[src/rtl/alu_pkg.sv]
// ---------------------------------------------------------------------------
// alu_pkg
//   Shared types for the ALU's divide group.
//   div_op_t    : DIV / DIVU / REM / REMU encoding; equals alu_op[1:0] of the
//                 ALU's div group. Bit 1 selects the remainder, bit 0 selects
//                 unsigned.
//   div_state_t : state encoding of the sequential divider.
//   Helpers decode the op into "signed?" and "wants remainder?".
// ---------------------------------------------------------------------------
package alu_pkg;

  typedef enum logic [1:0] {
    Div  = 2'b00,
    Divu = 2'b01,
    Rem  = 2'b10,
    Remu = 2'b11
  } div_op_t;

  typedef enum logic [1:0] {
    DivIdle,
    DivCalc,
    DivFix,
    DivDone
  } div_state_t;

  function automatic logic div_op_is_signed(div_op_t op);
    return (op == Div) || (op == Rem);
  endfunction

  function automatic logic div_op_is_rem(div_op_t op);
    return (op == Rem) || (op == Remu);
  endfunction

endpackage

[src/rtl/sklansky_adder.sv]
// ---------------------------------------------------------------------------
// sklansky_adder
//   Parallel-prefix (Sklansky) adder of arbitrary width.
//   Ports:
//     a, b   in   INPUT_SIZE  addends
//     c_in   in   1           carry into bit 0
//     sum    out  INPUT_SIZE  a + b + c_in (modulo 2^INPUT_SIZE)
//     c_out  out  1           carry out of the top bit
//   The carry-in is folded into the bit-0 generate term, so the prefix tree
//   directly yields the carry out of every bit position.
// ---------------------------------------------------------------------------
module sklansky_adder #(
  parameter int INPUT_SIZE = 65
) (
  input  logic [INPUT_SIZE-1:0] a,
  input  logic [INPUT_SIZE-1:0] b,
  input  logic                  c_in,
  output logic [INPUT_SIZE-1:0] sum,
  output logic                  c_out
);

  localparam int LEVELS = (INPUT_SIZE > 1) ? $clog2(INPUT_SIZE) : 1;

  // Group generate/propagate after each prefix level; level 0 is per-bit.
  logic [INPUT_SIZE-1:0] g_lvl [LEVELS+1];
  logic [INPUT_SIZE-1:0] p_lvl [LEVELS+1];

  always_comb begin
    int j;
    j        = 0;
    g_lvl[0] = a & b;
    p_lvl[0] = a ^ b;
    g_lvl[0][0] = (a[0] & b[0]) | ((a[0] ^ b[0]) & c_in);
    for (int l = 0; l < LEVELS; l++) begin
      for (int i = 0; i < INPUT_SIZE; i++) begin
        if (((i >> l) & 1) == 1) begin
          // Combine with the last node of the preceding 2^l-wide block.
          j = ((i >> l) << l) - 1;
          g_lvl[l+1][i] = g_lvl[l][i] | (p_lvl[l][i] & g_lvl[l][j]);
          p_lvl[l+1][i] = p_lvl[l][i] & p_lvl[l][j];
        end else begin
          g_lvl[l+1][i] = g_lvl[l][i];
          p_lvl[l+1][i] = p_lvl[l][i];
        end
      end
    end
  end

  assign sum   = p_lvl[0] ^ {g_lvl[LEVELS][INPUT_SIZE-2:0], c_in};
  assign c_out = g_lvl[LEVELS][INPUT_SIZE-1];

endmodule

[src/rtl/seq_divider.sv]
// ---------------------------------------------------------------------------
// seq_divider
//   Iterative radix-2 restoring divider for RV64M DIV/DIVU/REM/REMU.
//   Ports:
//     clock, reset         rising-edge clock, async active-high reset
//     in_valid / in_ready  operand handshake (in_ready only in IDLE)
//     A, B, op             dividend, divisor, operation
//     out_valid/out_ready  result handshake (out_valid only in DONE)
//     Y                    quotient or remainder
//     busy                 high while an operation is in flight (EX stall)
//   Flow: IDLE -> CALC (N steps) -> FIX (signs, select) -> DONE -> IDLE.
//   Divide-by-zero and signed overflow bypass CALC/FIX and go to DONE with
//   the RISC-V defined result.
// ---------------------------------------------------------------------------
module seq_divider
  import alu_pkg::*;
#(
  parameter int N = 64
) (
  input  logic         clock,
  input  logic         reset,
  input  logic         in_valid,
  output logic         in_ready,
  input  logic [N-1:0] A,
  input  logic [N-1:0] B,
  input  div_op_t      op,
  output logic         out_valid,
  input  logic         out_ready,
  output logic [N-1:0] Y,
  output logic         busy
);

  localparam int            CW       = $clog2(N);
  localparam logic [CW-1:0] CNT_LAST = CW'(N - 1);
  localparam logic [N-1:0]  MIN_VAL  = {1'b1, {(N-1){1'b0}}};

  div_state_t    state_q, state_d;
  div_op_t       op_q, op_d;
  logic [CW-1:0] cnt_q, cnt_d;
  logic          quo_neg_q, quo_neg_d;  // quotient must be negated in FIX
  logic          rem_neg_q, rem_neg_d;  // remainder takes the dividend's sign
  logic [N:0]    rem_q, rem_d;          // partial remainder, one guard bit
  logic [N-1:0]  quo_q, quo_d;          // |A| shifts out, quotient shifts in
  logic [N-1:0]  dvs_q, dvs_d;          // |B|
  logic [N-1:0]  y_q, y_d;

  // Restoring step: shift {rem,quo} left and trial-subtract |B|.
  logic [N:0] rem_shift;
  logic [N:0] trial_diff;
  logic       trial_ok;  // carry out == no borrow == difference non-negative

  assign rem_shift = {rem_q[N-1:0], quo_q[N-1]};

  sklansky_adder #(
    .INPUT_SIZE(N + 1)
  ) u_trial_sub (
    .a    (rem_shift),
    .b    (~{1'b0, dvs_q}),
    .c_in (1'b1),
    .sum  (trial_diff),
    .c_out(trial_ok)
  );

  always_comb begin
    logic a_neg;
    logic b_neg;
    // NOTE: every signal driven here gets a default first, so no path can
    // leave one unassigned and infer a latch.
    state_d   = state_q;
    op_d      = op_q;
    cnt_d     = cnt_q;
    quo_neg_d = quo_neg_q;
    rem_neg_d = rem_neg_q;
    rem_d     = rem_q;
    quo_d     = quo_q;
    dvs_d     = dvs_q;
    y_d       = y_q;
    a_neg     = 1'b0;
    b_neg     = 1'b0;

    unique case (state_q)
      DivIdle: begin
        if (in_valid) begin
          a_neg     = div_op_is_signed(op) & A[N-1];
          b_neg     = div_op_is_signed(op) & B[N-1];
          op_d      = op;
          quo_neg_d = a_neg ^ b_neg;
          rem_neg_d = a_neg;
          quo_d     = a_neg ? -A : A;
          dvs_d     = b_neg ? -B : B;
          rem_d     = '0;
          cnt_d     = CNT_LAST;
          if (B == '0) begin
            y_d     = div_op_is_rem(op) ? A : '1;
            state_d = DivDone;
          end else if (div_op_is_signed(op) && (A == MIN_VAL) && (B == '1)) begin
            y_d     = div_op_is_rem(op) ? '0 : MIN_VAL;
            state_d = DivDone;
          end else begin
            state_d = DivCalc;
          end
        end
      end

      DivCalc: begin
        quo_d = {quo_q[N-2:0], trial_ok};
        rem_d = trial_ok ? trial_diff : rem_shift;
        cnt_d = cnt_q - CW'(1);
        if (cnt_q == '0) begin
          state_d = DivFix;
        end
      end

      DivFix: begin
        if (div_op_is_rem(op_q)) begin
          y_d = rem_neg_q ? -rem_q[N-1:0] : rem_q[N-1:0];
        end else begin
          y_d = quo_neg_q ? -quo_q : quo_q;
        end
        state_d = DivDone;
      end

      DivDone: begin
        if (out_ready) begin
          state_d = DivIdle;
        end
      end

      default: state_d = DivIdle;
    endcase
  end

  // NOTE: state registers use non-blocking assignments so every flop samples
  // the pre-edge value of every other flop, independent of process order.
  always_ff @(posedge clock or posedge reset) begin
    if (reset) begin
      state_q   <= DivIdle;
      op_q      <= Div;
      cnt_q     <= '0;
      quo_neg_q <= 1'b0;
      rem_neg_q <= 1'b0;
      rem_q     <= '0;
      quo_q     <= '0;
      dvs_q     <= '0;
      y_q       <= '0;
    end else begin
      state_q   <= state_d;
      op_q      <= op_d;
      cnt_q     <= cnt_d;
      quo_neg_q <= quo_neg_d;
      rem_neg_q <= rem_neg_d;
      rem_q     <= rem_d;
      quo_q     <= quo_d;
      dvs_q     <= dvs_d;
      y_q       <= y_d;
    end
  end

  assign in_ready  = (state_q == DivIdle);
  assign busy      = (state_q != DivIdle);
  assign out_valid = (state_q == DivDone);
  assign Y         = y_q;

endmodule

[config.mk]
export PLATFORM = sky130hd
export DESIGN_NAME = seq_divider
export DESIGN_NICKNAME = d
export VERILOG_FILES = /design/src/rtl/alu_pkg.sv /design/src/rtl/sklansky_adder.sv /design/src/rtl/seq_divider.sv
export SDC_FILE = /design/constraint.sdc
export NUM_CORES = 1
export LEC_CHECK = 0
export ABC_AREA = 0
export BUFFER_PORTS_ARGS = -buffer_cell sky130_fd_sc_hd__buf_2
export CORE_MARGIN = 5
export CORE_UTILIZATION = 50
export DETAILED_ROUTE_END_ITERATION = 10
export HOLD_SLACK_MARGIN = 0.02
export PLACE_DENSITY = 0.72
export REMOVE_ABC_BUFFERS = 1
export SYNTH_ARGS = -nofsm -noshare
export SYNTH_HDL_FRONTEND = slang
export SYNTH_SLANG_ARGS = --single-unit
export TNS_END_PERCENT = 1
[constraint.sdc]
create_clock -name clock -period 17.49 [get_ports clock]
set_input_delay 0.8745 -clock clock [delete_from_list [all_inputs] [get_ports clock]]
set_output_delay 0.8745 -clock clock [all_outputs]
set_load 0.005 [all_outputs]
# Yosys cells after proc, flatten, opt, wreduce, memory -nomap -nowiden
# Index checks and enable logic that the tools add are counted.
[word_totals]
input_bits = 134
ff_bits = 268
elab_cells = 592
[classes]
n_eq_ne = 13
bitwise_logic = 525
add_sub_neg = 5
reduce_logical = 16
mux = 24
[op_table]
columns = ["operator", "count"]
rows = [
  ["$mux W64", 13],
  ["$pmux W64 S2", 3],
  ["$and A1 B1 Y1", 325],
  ["$neg A64 Y64", 4],
  ["$or A1 B1 Y1", 194],
  ["$eq A64 B64 Y1 const B", 2],
  ["$and A65 B65 Y65", 1],
  ["$not A64 Y65", 1],
  ["$xor A65 B65 Y65", 1],
  ["$logic_not A64 Y1", 1],
  ["$xor A64 B64 Y64", 1],
  ["$eq A2 B2 Y1 const B", 6],
  ["$pmux W6 S2", 1],
  ["$mux W2", 5],
  ["$pmux W2 S4", 1],
  ["$logic_not A6 Y1", 1],
  ["$mux W6", 1],
  ["$reduce_and A3 Y1", 2],
  ["$reduce_bool A2 Y1", 3],
  ["$sub A6 B1 Y6 const B", 1],
  ["$logic_not A2 Y1", 2],
  ["$ne A2 B2 Y1 const B", 2],
  ["$reduce_and A2 Y1", 2],
  ["$logic_or A1 B1 Y1", 3],
  ["other kinds (5)", 7],
]

# Depth between registers and ports, before layout
[logic_depth]
ltp_word = 19
depth_mapped = 15

# Cells and area by module
# A second synthesis with hierarchy kept.
[unflattened]
hier_cells = 2778
area_unflattened_um2 = 21996.1
[by_module_without_submodules]
columns = ["module", "n_inst", "seq_area_each_um2", "cells_per_inst", "area_each_um2"]
rows = [
  ["seq_divider", 1, 6681.4, 2414, 19174.6],
  ["sklansky_adder", 1, 0.0, 364, 2821.5],
]

# Least setup slack after synthesis
# No wires, ideal clock.
[synth_path]
path_type = "input port to flip-flop"
start = "input B[0]"
end = "register y_q[57] (netlist: Y[57])"
arrival_time_ps = 3597
path_slack_ps = 13768
setup_ps = 125
stages = 12
path_cell_list = "inv_1 > ha_1 > or3b_2 > nor4_1 > nand4b_1 > or3_1 > or3_4 > nor3_2 > a31o_2 > a31o_4 > buf_2 > mux2_4"
[synth_between]
elab_chain_cells = 4
[synth_lines]
columns = ["item", "line", "source"]
rows = [
  ["from (decl)", "seq_divider.sv:25", "input logic [N-1:0] B,"],
  ["$eq A64 B64 Y1 or $logic_not A64 Y1 (tied branches)", "seq_divider.sv:96, seq_divider.sv:93", ""],
  ["$logic_and A1 B1 Y1 or $mux W64 (tied branches)", "seq_divider.sv:96, seq_divider.sv:93", ""],
  ["$ne A3 B1 Y1 (no line) or $mux W64 (tied branches)", "-", ""],
  ["$reduce_and A3 Y1 (no line) or $pmux W64 S2 (tied branches)", "-", ""],
  ["to (signal assigned)", "seq_divider.sv:155", "y_q <= y_d;"],
  ["to (decl)", "seq_divider.sv:45", "logic [N-1:0] y_q, y_d;"],
]
# Parallel ways exist; a longest one is shown, timed or not. The select of a mux whose other input is x is not followed.
# A chain may end at the register's enable or synchronous reset.

# Worst setup path in the final report
[layout_path]
start = "register quo_q[63]"
end = "register rem_q[21]"
[layout_between]
elab_chain_cells = 18
[layout_lines]
columns = ["item", "line", "source"]
rows = [
  ["from (decl)", "seq_divider.sv:43", "logic [N-1:0] quo_q, quo_d;"],
  ["from (signal assigned)", "seq_divider.sv:153", "quo_q <= quo_d;"],
  ["$and A1 B1 Y1 or $xor A1 B1 Y1 (tied branches)", "sklansky_adder.sv:33", "g_lvl[0][0] = (a[0] & b[0]) | ((a[0] ^ b[0]) & c_in);"],
  ["$or A1 B1 Y1 *", "sklansky_adder.sv:33", ""],
  ["$and A1 B1 Y1 *", "sklansky_adder.sv:39", "g_lvl[l+1][i] = g_lvl[l][i] | (p_lvl[l][i] & g_lvl[l][j]);"],
  ["$or A1 B1 Y1 *", "sklansky_adder.sv:39", ""],
  ["$and A1 B1 Y1 *", "sklansky_adder.sv:39", ""],
  ["$or A1 B1 Y1 *", "sklansky_adder.sv:39", ""],
  ["$and A1 B1 Y1 *", "sklansky_adder.sv:39", ""],
  ["$or A1 B1 Y1 *", "sklansky_adder.sv:39", ""],
  ["(+2 left out)", "-", ""],
  ["$and A1 B1 Y1", "sklansky_adder.sv:39", ""],
  ["$or A1 B1 Y1", "sklansky_adder.sv:39", ""],
  ["$and A1 B1 Y1", "sklansky_adder.sv:39", ""],
  ["$or A1 B1 Y1", "sklansky_adder.sv:39", ""],
  ["$and A1 B1 Y1", "sklansky_adder.sv:39", ""],
  ["$or A1 B1 Y1", "sklansky_adder.sv:39", ""],
  ["$mux W64 *", "seq_divider.sv:107", "rem_d = trial_ok ? trial_diff : rem_shift;"],
  ["$pmux W64 S2 *", "seq_divider.sv:81", "unique case (state_q)"],
  ["to (signal assigned)", "seq_divider.sv:152", "rem_q <= rem_d;"],
  ["to (decl)", "seq_divider.sv:42", "logic [N:0] rem_q, rem_d;"],
]
# Every way passes the cells marked *; elsewhere a longest branch is shown, timed or not.

==> metrics.txt <==
hold crit path type=primary input to asynchronous set/reset pin; CTS max path bufs=3; final hold viol count=0; die width=212 um; Fillers=between 3000 and 4000; I/O Pins=roughly 200; core box area=approximately 40000 um2; CP arrival=~5.4 ns; Num CTS Buffers=31; fin crit period=4.97 ns; Layout Cells excl Fill=between 3000 and 4000; setup bufs post-CTS=0; maximum number of pins on one net before global-route repair=between 100 and 150; routability cong.=0.903; Total Wirelength=approximately 63 mm; synth warn=0; clk slew on worst S/H paths=approximately 0.060 ns; Synth-to-Final Area Change=11.4%; setup violators final=0; Die H=about 210 um; DR WL/cell=around 20 um; CTS Hold Buffers Added=0; global-route wire length before repair=between 90 and 100 mm; Worst setup SP type=flop; Net count, final=around 2800; origin of the worst setup path=quo_q[63]; PD cells=just over 200 nW/um2; Root Driver=clkbuf_16; crit-path max FO=between 90 and 100; First-pass DRT Iterations=6; biggest area consumer among synthesized cells=dfrtp_1; status=complete, no violations; area of the multi-input gates=12600 um2; Power Total=between 4 and 5 mW; placed cell count=between 3000 and 4000; DIE AREA=44800 um2; GR Util All Layers=0.271; Max Clock Skew=0.0200 ns; R2R setup slack=around 13 ns; Routed Antenna Nets=0; CTS tree=done; Slew Limit Headroom=0.296; H-tree Lvls=1; post-CTS sizing=0; Rows=73; ranking of synthesized cells by area=dfrtp_1 33%, xnor2_1 7.8%, o21ai_0 7.4%; Crit Reg-Reg Startpoint=quo_q[63]; register area=around 6700 um2; via/cell ratio=between 6 and 7; initial antenna violation count=0; vias in the first global route=18300; Pleak=between 9 and 10 nW; Synth top cells by count=301 x o21ai_0, 267 x dfrtp_1, 237 x nand2_1; # port buffers=200; utilization after layout=0.566; Setup TNS=0 ns; Final Slew Violations=0; Max Cap Viol=0; Avg Cell Area, Syn=approximately 8.1 um2; Syn Std Cell Area=between 20000 and 25000 um2; most common cell in the netlist=o21ai_0; CP required=approximately 18 ns; Synth Register Bits=about 270; number of synthesized flops with an enable pin=0; WS Path Type=flop to flop; grt total ovfl=0; DRC viols=0; Cells after Synth=approximately 2500; maximum clock frequency=just over 200 MHz; total vias in the final route=just under 20000; Initial Util=0.508; layout cells sized above 1=0.127; count of cell types in the netlist=80; Final WS setup=~13 ns; crit path capture type=flop; RSZ-0062 raised after global routing=no; Clock Latency Late Sink=0.59 ns; Worst-Margin Slew=approximately 1.1 ns; DP HPWL=approximately 46 mm; ys async rst share=1.00; Top FF cell, synth=dfrtp_1; Final period util=0.284; pre-CTS setup slack=12.26 ns; sequential share of the synthesized area=0.329; Synth top area share=0.329; Max VDD drop=~0.13 mV; Initial DRC Count=a little under 2000; clk sinks=roughly 270; diodes inserted=0
-- state kept, by name, summed over array words and instances, names as in the netlist --
name and flops:
cnt_q 6, state_q 2, quo_neg_q 1, rem_q 64, rem_neg_q 1, quo_q 64
op_q 1, dvs_q 64, Y 64
-- logic make-up after synthesis --
family / share of synthesized area
multiplexers: 0.00554
flip-flops: 0.329
AND/OR/NAND/NOR: 0.179
adder cells (fa/ha/maj): 0.0515
XOR/XNOR: 0.130
buffers and inverters: 0.0524
AO/OA/AOI/OAI: 0.253
-- path summary, 6_finish.rpt --
| path | to | cells after the start |
|---|---|---|
| worst min register to register | dvs_q[42] | 2 |
| max in group asynchronous | quo_q[18] | 3 |
| worst max register to register | rem_q[21] | 14 |
| worst min-delay path | Y[19] | 2 |
| min in group clock | dvs_q[42] | 2 |
| worst max-delay path | rem_q[21] | 14 |
-- layout by cell type (no fill, tap or decap), types with 29 or more instances in the layout --
cell and n:
a21oi_1 195, a22oi_1 56, a31oi_1 42, buf_2 200
clkbuf_16 31, dfrtp_1 265, ha_1 73, inv_1 112
nand2_1 235, nand3_1 46, nand4_1 31, nor2_1 205
nor3_1 54, o211ai_1 34, o21ai_0 301, o31ai_1 48
o41ai_1 29, or3_1 29, xnor2_1 182, xor2_1 119
-- area by class of cell --
class                      instances  area share
tap                              525      0.0290
multi-input combinational       1977       0.557
sequential                       267       0.295
inverter                         113      0.0191
clock buffer                      41      0.0386
clock inverter                    17      0.0102
timing repair buffer             220      0.0509
-- critical path: stages, from the launching register on --
cell and delay (ns):
dfrtp_1 0.37, inv_1 0.17, ha_1 0.19, inv_1 0.05, fa_1 0.40, a211oi_1 0.35, nor3_1 0.14, o211ai_1 0.35
a21oi_1 0.19, o31ai_1 0.55, a21oi_1 0.23, o31ai_4 0.57, buf_4 0.78, o21ai_0 0.23, a22o_1 0.22
-- metrics by stage --
| stage | hold WS [ns] | cell area (um2) |
|---|---|---|
| 2_1_floorplan | 0.450 | 19700 |
| 3_3_place_gp | 0.462 | 21500 |
| 3_5_place_dp | 0.470 | 21500 |
| 4_1_cts | 0.483 | 22600 |
| 5_1_grt | 0.505 | 22600 |
| 6_report | 0.436 | 22600 |
-- routing by layer --
layer,vias to the layer above,GRT usage,routed length [um],part of all wire
met5,-,0,0,0
met4,0,0.0766,1860,0.030
met1,9251,0.398,27900,0.44
met2,917,0.423,28000,0.44
met3,118,0.0342,5180,0.082
li1,9219,-,-,-
-- where the power goes --
| part | internal [mW] | switching, mW |
|---|---|---|
| Combinational | 1.06 | 1.61 |
| Clock | 0.424 | 0.275 |
| Sequential | 0.916 | 0.348 |
| Total | 2.40 | 2.24 |
No activity file was read; power rests on OpenSTA's default activity.
